## config.mk

```make
export PLATFORM = sky130hd
export DESIGN_NAME = branch_cond_unit
export DESIGN_NICKNAME = d
export VERILOG_FILES = /design/src/rtl/branch_cond_unit.sv
export SDC_FILE = /design/constraint.sdc
export NUM_CORES = 1
export LEC_CHECK = 0
export ABC_AREA = 1
export ABC_CLOCK_PERIOD_IN_PS = 3100
export CAP_MARGIN = 20
export CORE_ASPECT_RATIO = 1.25
export CORE_UTILIZATION = 42
export CTS_CLUSTER_DIAMETER = 30
export DETAILED_ROUTE_END_ITERATION = 7
export GPL_ROUTABILITY_DRIVEN = 1
export PLACE_DENSITY_LB_ADDON = 0.12
export SYNTH_ARGS = -nofsm -noshare
export SYNTH_HDL_FRONTEND = slang
export SYNTH_SLANG_ARGS = --single-unit
export TNS_END_PERCENT = 20
```

## constraint.sdc

```tcl
create_clock -name clk -period 3.1 [get_ports clk]
set_input_delay 0.31 -clock clk [delete_from_list [all_inputs] [get_ports clk]]
set_output_delay 0.31 -clock clk [all_outputs]
set_load 0.005 [all_outputs]
```

## src/rtl/branch_cond_unit.sv

```systemverilog
// Branch condition unit: registers comparator flags, evaluates branch requests
// against them and returns the next PC over a valid/ready handshake.
module branch_cond_unit #(
  parameter int unsigned PC_W  = 16,
  parameter int unsigned OFF_W = 8,
  parameter int unsigned CNT_W = 16
) (
  input  logic             clk,
  input  logic             rst_n,
  input  logic             flag_valid,
  input  logic             flag_less,
  input  logic             flag_greater,
  input  logic             flag_equal,
  input  logic             flush,
  input  logic             br_valid,
  output logic             br_ready,
  input  logic [2:0]       br_cond,
  input  logic [PC_W-1:0]  br_pc,
  input  logic [OFF_W-1:0] br_off,
  output logic             redirect_valid,
  input  logic             redirect_ready,
  output logic [PC_W-1:0]  redirect_pc,
  output logic             taken,
  output logic [2:0]       flags_q,
  output logic             flag_err,
  output logic [CNT_W-1:0] taken_cnt
);

  typedef enum logic [1:0] {IDLE, EVAL, RESP} state_t;

  state_t             state_q, state_d;
  logic [2:0]         flags_d;
  logic               flags_vld_q, flags_vld_d;
  logic               flag_err_q, flag_err_d;
  logic [2:0]         cond_q, cond_d;
  logic [PC_W-1:0]    pc_q, pc_d;
  logic [OFF_W-1:0]   off_q, off_d;
  logic               taken_q, taken_d;
  logic [PC_W-1:0]    redirect_pc_q, redirect_pc_d;
  logic               redirect_valid_q, redirect_valid_d;
  logic [CNT_W-1:0]   taken_cnt_q, taken_cnt_d;

  logic               flags_onehot_c;
  logic               cond_hit_c;
  logic [PC_W-1:0]    off_ext_c;
  logic               redirect_fire_c;

  assign br_ready       = (state_q == IDLE) && flags_vld_q;
  assign redirect_valid = redirect_valid_q;
  assign redirect_pc    = redirect_pc_q;
  assign taken          = taken_q;
  assign flag_err       = flag_err_q;
  assign taken_cnt      = taken_cnt_q;

  assign flags_onehot_c = ( flag_less & ~flag_greater & ~flag_equal) |
                          (~flag_less &  flag_greater & ~flag_equal) |
                          (~flag_less & ~flag_greater &  flag_equal);
  assign off_ext_c       = {{(PC_W-OFF_W){off_q[OFF_W-1]}}, off_q};
  assign redirect_fire_c = redirect_valid_q && redirect_ready;

  // flags_q bit order is {less, greater, equal}
  always_comb begin
    cond_hit_c = 1'b0;
    case (cond_q)
      3'b000:  cond_hit_c = 1'b1;
      3'b001:  cond_hit_c = flags_q[0];
      3'b010:  cond_hit_c = ~flags_q[0];
      3'b011:  cond_hit_c = flags_q[2];
      3'b100:  cond_hit_c = flags_q[1];
      3'b101:  cond_hit_c = flags_q[2] | flags_q[0];
      3'b110:  cond_hit_c = flags_q[1] | flags_q[0];
      default: cond_hit_c = 1'b0;
    endcase
  end

  always_comb begin
    state_d          = state_q;
    flags_d          = flags_q;
    flags_vld_d      = flags_vld_q;
    flag_err_d       = flag_err_q;
    cond_d           = cond_q;
    pc_d             = pc_q;
    off_d            = off_q;
    taken_d          = taken_q;
    redirect_pc_d    = redirect_pc_q;
    redirect_valid_d = redirect_valid_q;
    taken_cnt_d      = taken_cnt_q;

    if (flag_valid) begin
      if (flags_onehot_c) begin
        flags_d     = {flag_less, flag_greater, flag_equal};
        flags_vld_d = 1'b1;
      end else begin
        flag_err_d  = 1'b1;
      end
    end

    case (state_q)
      IDLE: begin
        if (!flush && br_valid && br_ready) begin
          cond_d  = br_cond;
          pc_d    = br_pc;
          off_d   = br_off;
          state_d = EVAL;
        end
      end
      EVAL: begin
        if (flush) begin
          state_d = IDLE;
        end else begin
          taken_d       = cond_hit_c;
          redirect_pc_d = cond_hit_c ? pc_q + off_ext_c : pc_q + PC_W'(1);
          state_d       = RESP;
        end
      end
      RESP: begin
        // valid rises one cycle after entering RESP; a completed transfer wins over flush
        if (redirect_fire_c) begin
          taken_cnt_d      = taken_cnt_q + CNT_W'(taken_q);
          redirect_valid_d = 1'b0;
          state_d          = IDLE;
        end else if (flush) begin
          redirect_valid_d = 1'b0;
          state_d          = IDLE;
        end else begin
          redirect_valid_d = 1'b1;
        end
      end
      default: begin
        redirect_valid_d = 1'b0;
        state_d          = IDLE;
      end
    endcase
  end

  always_ff @(posedge clk or negedge rst_n) begin
    if (!rst_n) begin
      state_q          <= IDLE;
      flags_q          <= '0;
      flags_vld_q      <= 1'b0;
      flag_err_q       <= 1'b0;
      cond_q           <= '0;
      pc_q             <= '0;
      off_q            <= '0;
      taken_q          <= 1'b0;
      redirect_pc_q    <= '0;
      redirect_valid_q <= 1'b0;
      taken_cnt_q      <= '0;
    end else begin
      state_q          <= state_d;
      flags_q          <= flags_d;
      flags_vld_q      <= flags_vld_d;
      flag_err_q       <= flag_err_d;
      cond_q           <= cond_d;
      pc_q             <= pc_d;
      off_q            <= off_d;
      taken_q          <= taken_d;
      redirect_pc_q    <= redirect_pc_d;
      redirect_valid_q <= redirect_valid_d;
      taken_cnt_q      <= taken_cnt_d;
    end
  end

endmodule
```

==> results of run 1 <==
==> cells in the mapped netlist, types with 2 or more instances <==
master,count
nand3_1,27
inv_2,3
nand3_2,3
buf_2,4
ha_1,17
xnor2_1,9
nand2_1,169
nor2_1,26
dfrtp_1,68
or2_2,3
clkbuf_1,3
mux2_2,3
nor3_1,5
nor2_4,3
nand3b_1,2
a21oi_1,18
xor2_1,8
a31oi_1,2
o21a_1,2
nand4_1,5
o21ai_0,25
inv_1,46
==> how the worst max path moves through the flow <==
stage	start	endpoint	slack (ps)	cells past startpoint
6_report	cond_q[1]	redirect_pc[14]	420	17
5_1_grt	cond_q[0]	redirect_pc[14]	80	17
4_1_cts	cond_q[1]	redirect_pc[14]	420	17
3_5_place_dp	cond_q[1]	redirect_pc[14]	440	17
3_3_place_gp	cond_q[1]	redirect_pc[14]	520	17
2_1_floorplan	cond_q[1]	redirect_pc[14]	730	17
==> metal layers <==
layer / vias up / wire length, um
li1: 1655 / -
met1: 1453 / 3885
met2: 70 / 3847
met3: 4 / 303
met4: 0 / 58
met5: - / 0
==> registers in the layout, summed over array words and instances, names as in the netlist <==
name,count
cond_q,3
flag_err,1
flags_q,3
flags_vld_q,1
off_q,8
pc_q,16
redirect_pc,16
redirect_valid,1
state_q,2
taken,1
taken_cnt,16
==> cell families after synthesis <==
kind of cell / Yosys count / share of synthesized area, %
buffers and inverters: 56 / 5.766
AOI/OAI and AO/OA: 52 / 7.543
muxes: 3 / 0.9051
DFF: 68 / 45.59
xor gates and xnor gates: 17 / 3.989
and+or+nand+nor: 251 / 29.97
adders and majority gates: 18 / 6.235
==> critical path, stage by stage (launching register included) <==
cell     delay, ps
dfrtp_1        420
nand2_1        100
nand3_1         70
nor2_1         110
nor2_2          70
nand2_1        180
or2_2          150
ha_1           180
inv_1           70
fa_1           410
o21ai_2        220
nand2_1         80
nand2_1        160
nand3_1        120
nand2_1         80
nand2_1         40
nand3_1         60
nand2_1         50
==> cell type report <==
class	instances	share of cell area (%)
timing repair buffer	78	15.94
sequential	68	35.31
clock buffer	9	2.570
clock inverter	7	1.584
inverter	49	3.816
tap	120	3.115
multi-input combinational	341	37.67
==> power by group <==
part	switching (uW)	leakage, uW	total [uW]	internal [uW]
Sequential	142	0.000843	1250	1110
Clock	356	0.0000958	732	375
Combinational	710	0.00150	1350	639
==> per-stage QoR <==
stage | hold WS, ps | total power [uW] | instance area (um^2) | setup WS [ps] | util, %
after CTS | 476.0 | 3364 | 4820 | 420.5 | 55.70
final | 469.8 | 3333 | 4820 | 416.0 | 55.70
after floorplan | 14.41 | 2068 | 3732 | 726.3 | -
after global placement | 333.2 | 2594 | 4609 | 524.2 | 53.27
after global routing | 484.9 | 3610 | 4820 | 81.80 | 55.70
after detailed placement | 337.4 | 2618 | 4609 | 443.5 | 53.27
==> placed cells by master, fill, tap and decap left out, drive strengths merged <==
master           n
clkbuf           9
clkinvlp         2
dfrtp           68
nand3           30
clkinv           3
bufinv           1
nand2          171
clkdlybuf4s50   73
mux2             3
nor2            31
and3             1
xnor2            9
a31oi            2
o21bai           1
fa               1
dlygate4sd3      1
o21a             2
xor2             8
a31o             1
ha              17
o22ai            1
nand3b           2
a21oi           18
nor3             7
nand4            6
or2              3
inv             50
a21o             1
buf              4
o21ai           26
==> timing repair <==
| item | in CTS | in global routing |
|---|---|---|
| hold buffers | 1 | 0 |
| endpoints found under the setup margin | 0 | 0 |
| endpoints found under the hold margin | 23 | 0 |
==> reports/metrics.csv, run 1 <==
metric;value;unit
final antenna-violating net count;0;
Critical Path End Type;flop;
hold path startpoint;flag_err;
yosys warns;0;
area growth from synthesis to layout;29.13;%
DR WL/cell;12.04;um
startpoint types;flop;
H-tree Lvls;3;
predominant post-synthesis flop cell;dfrtp_1;
Clock Tree Buf Depth;2;
Die Span Y;107.4;um
met3 global-route usage;3.681;%
vias;3182;
Yosys top cell by area;dfrtp_1;
final hold violation count;0;
VDD IR max;281.4;uV
initial antenna violation count;0;
hold depth;1;
minimum clock period;2684;ps
WS Path Type;reg2reg;
ys async rst share;100.0;%
final WL;8094;um
n_diodes;0;
met1 Use GR;24.94;%
area share of the largest cell type after synthesis;45.59;%
CTS tree;yes;
arrival time at the worst endpoint;2920;ps
share of cells above drive strength 1;7.971;%
synthesized area;0.003732;mm^2
die width;86.32;um
CP required;3330;ps
Fillers;865;
Initial Util;43.13;%
outcome;finished, final reports clean;
first-pass GRT wire length;13700;um
TritonRoute pass-1 iters;4;
RSZ-0062 raised after global routing;false;
Yosys reg bits;68;
sequential cell area;0.001702;mm^2
clk_lat worst skew;340;ps
Final nets;601;
post-DR vias/cell;4.735;
# resized after CTS;0;
Slew HR;63.08;%
Post-CTS Setup Bufs;0;
Synthesized Nets;519;
Max Cap Viol;0;
GRT Overall Usage;18.88;%
leakage power;0.002438;uW
R2R cell count;17;
Core ar.;0.008653;mm^2
Inst Count DP;655;
Final HPWL DP;6132;um
number of flops mapped to enable cells by yosys;0;
die area;0.009270;mm^2
post-detailed-route DRC marker count;0;
total CTS buffers;9;
setup TNS;0;ps
worst min-delay path category;reg2reg;
Pwr Density;691.5;mW/mm^2
Unique masters post-synth;36;
r2r setup slk;420;ps
Setup-failing EPs final;0;
largest net degree at the start of global routing;38;
top cells by area, synth;dfrtp_1 46%, nand2_1 17%, ha_1 5.7%, inv_1 4.6%, nand3_1 3.6%;
crit path max fanout;7;
met2 Use GR;31.41;%
Worst Hold End;flag_err;
register area share after synthesis;45.59;%
global route overflow;0;
PortBufs;74;
GP Congestion;0.8762;
DRT iter0 DRCs;192;
root buffer cell;clkbuf_8;
GR peak layer;met2;
Sink Count;68;
Max Clock Skew;12.40;ps
Critical R2R Capture;redirect_pc[14];
Clock transition at path regs;80;ps
Layout Cells excl Fill;672;
Max Freq;0.3726;GHz
Worst Tran Pin Value;553.8;ps
fin crit share;86.58;%
Post-Syn Instances;465;
max-slew violation count;0;
multi-input logic area;0.001815;mm^2
Syn Area/Cell;8.027;um^2
Cell Rows;38;
vias in the first global route;2987;
num ports;75;
Reg2Reg Launch Point;cond_q[1];
Power figures use the tool's default switching activity.
==> run 2: changes to the inputs <==
Settings changed: CORE_UTILIZATION 42 to 52.
==> reports/metrics.csv, run 2 (same netlist as run 1, synthesis figures left out) <==
metric;value;unit
Crit. path cell count;17;
Max Cap Viol;0;
critical-path cell list;inv_1 -> nand3_1 -> nand2_1 -> nand2_1 -> nand2_1 -> or2_2 -> ha_1 -> inv_1 -> fa_1 -> o21ai_2 -> nand2_1 -> nand2_1 -> nand3_1 -> nand2_1 -> nand2_1 -> nand3_1 -> nand2_1;
max-slew violation count;0;
GR peak layer;met2;
global route overflow;0;
H-tree Lvls;3;
vias in the first global route;3210;
leakage power;0.002443;uW
crit path max fanout;7;
CP max stage cell;dfrtp_1;
Buf+Inv Stages, Crit Path;2;
met1 Use GR;31.64;%
Final HPWL DP;6267;um
commonest cells after routing, fill and taps aside;169 x nand2_1, 73 x clkdlybuf4s50_1, 68 x dfrtp_1;
setup TNS;0;ps
clk_lat worst skew;350;ps
Pwr Density;697.4;mW/mm^2
Top delay family on crit path;simple AND/OR/NAND/NOR gates;
Slew HR;63.07;%
R2R cell count;17;
final WL;8254;um
Worst Tran Pin Value;554.0;ps
Tot Pwr;3331;uW
Final nets;601;
die width;77.78;um
Cell Rows;34;
total CTS buffers;9;
Die Span Y;96.72;um
hold depth;1;
first-pass GRT wire length;14350;um
Post-CTS Setup Bufs;0;
post-DR vias/cell;5.053;
Max Clock Skew;13.64;ps
CP required;3340;ps
TritonRoute pass-1 iters;4;
initial antenna violation count;0;
post-detailed-route DRC marker count;0;
root buffer cell;clkbuf_8;
final hold violation count;0;
n_diodes;0;
startpoint types;flop;
vias;3244;
minimum clock period;2725;ps
GRT Overall Usage;24.55;%
Setup-failing EPs final;0;
num ports;75;
# resized after CTS;0;
die area;0.007522;mm^2
CP dominant cell by count;nand2_1;
Initial Util;53.83;%
met2 Use GR;40.23;%
final setup margin;375.4;ps
share of cells above drive strength 1;7.609;%
Place WS;426.4;ps
met3 global-route usage;5.189;%
VDD IR max;410.0;uV
DRT iter0 DRCs;108;
area growth from synthesis to layout;27.96;%
Clock transition at path regs;80;ps
PortBufs;74;
WS Path Type;reg2reg;
RSZ-0062 raised after global routing;false;
GP Congestion;0.9023;
Sink Count;68;
Critical Path End Type;flop;
commonest non-fill, non-tap cell in the layout;nand2_1;
largest net degree at the start of global routing;38;
Core ar.;0.006934;mm^2
arrival time at the worst endpoint;2960;ps
# hold bufs at CTS;1;
DR WL/cell;12.86;um
outcome;finished, final reports clean;
Clock Tree Buf Depth;2;
final antenna-violating net count;0;
largest stage delay on the critical path;430;ps
worst min-delay path category;reg2reg;
CTS tree;yes;
fin crit share;87.89;%
Max Freq;0.3670;GHz
==> run 2: cell count changes in the layout (fill, tap and decap cells not counted) <==
cell,previous run,this run
clkbuf_1,0,2
clkbuf_8,9,10
clkinv_2,1,2
clkinv_4,2,1
clkinvlp_4,2,0
inv_6,1,0
==> run 2: layer usage <==
metal  up-vias  routed length (um)
li1       1653                   -
met1      1496                3784
met2        80                3991
met3        15                 322
met4         0                 157
met5         -                   0
==> run 2: cell type report <==
type	count	area, um^2
well taps	90	112.6
flip-flops and latches	68	1702
repair buffers	78	768.2
clock buffers	12	145.1
multi-input cells	341	1815
fillers	567	2158
clock inverters	4	48.80
inverters	49	183.9
==> run 2: report_power, final <==
group	total, uW	internal [uW]	leakage, uW	switching (uW)
clock	724	393	0.000100	331
combinational	1360	638	0.00150	717
sequential	1250	1110	0.000843	141
total	3330	2140	0.00244	1190
==> run 2: through the flow <==
step	utilization, %	cells	hold slack [ps]	cell area [um^2]
6_report	68.87	642	466.9	4776
5_1_grt	68.87	642	511.0	4776
4_1_cts	68.87	642	474.0	4776
3_5_place_dp	65.93	625	329.7	4572
3_3_place_gp	65.93	625	321.0	4572
2_1_floorplan	-	465	14.41	3732
==> run 2: path summary, 6_finish.rpt <==
check	endpoint	start	slack, ps
worst min-delay path	taken_cnt[15]	taken_cnt[15]	470
worst max-delay path	redirect_pc[14]	cond_q[0]	380
worst max register to register	redirect_pc[14]	cond_q[0]	380
max in group asynchronous	off_q[0]	rst_n	1880
min in group asynchronous	taken_cnt[11]	rst_n	480
worst min register to register	taken_cnt[15]	taken_cnt[15]	470
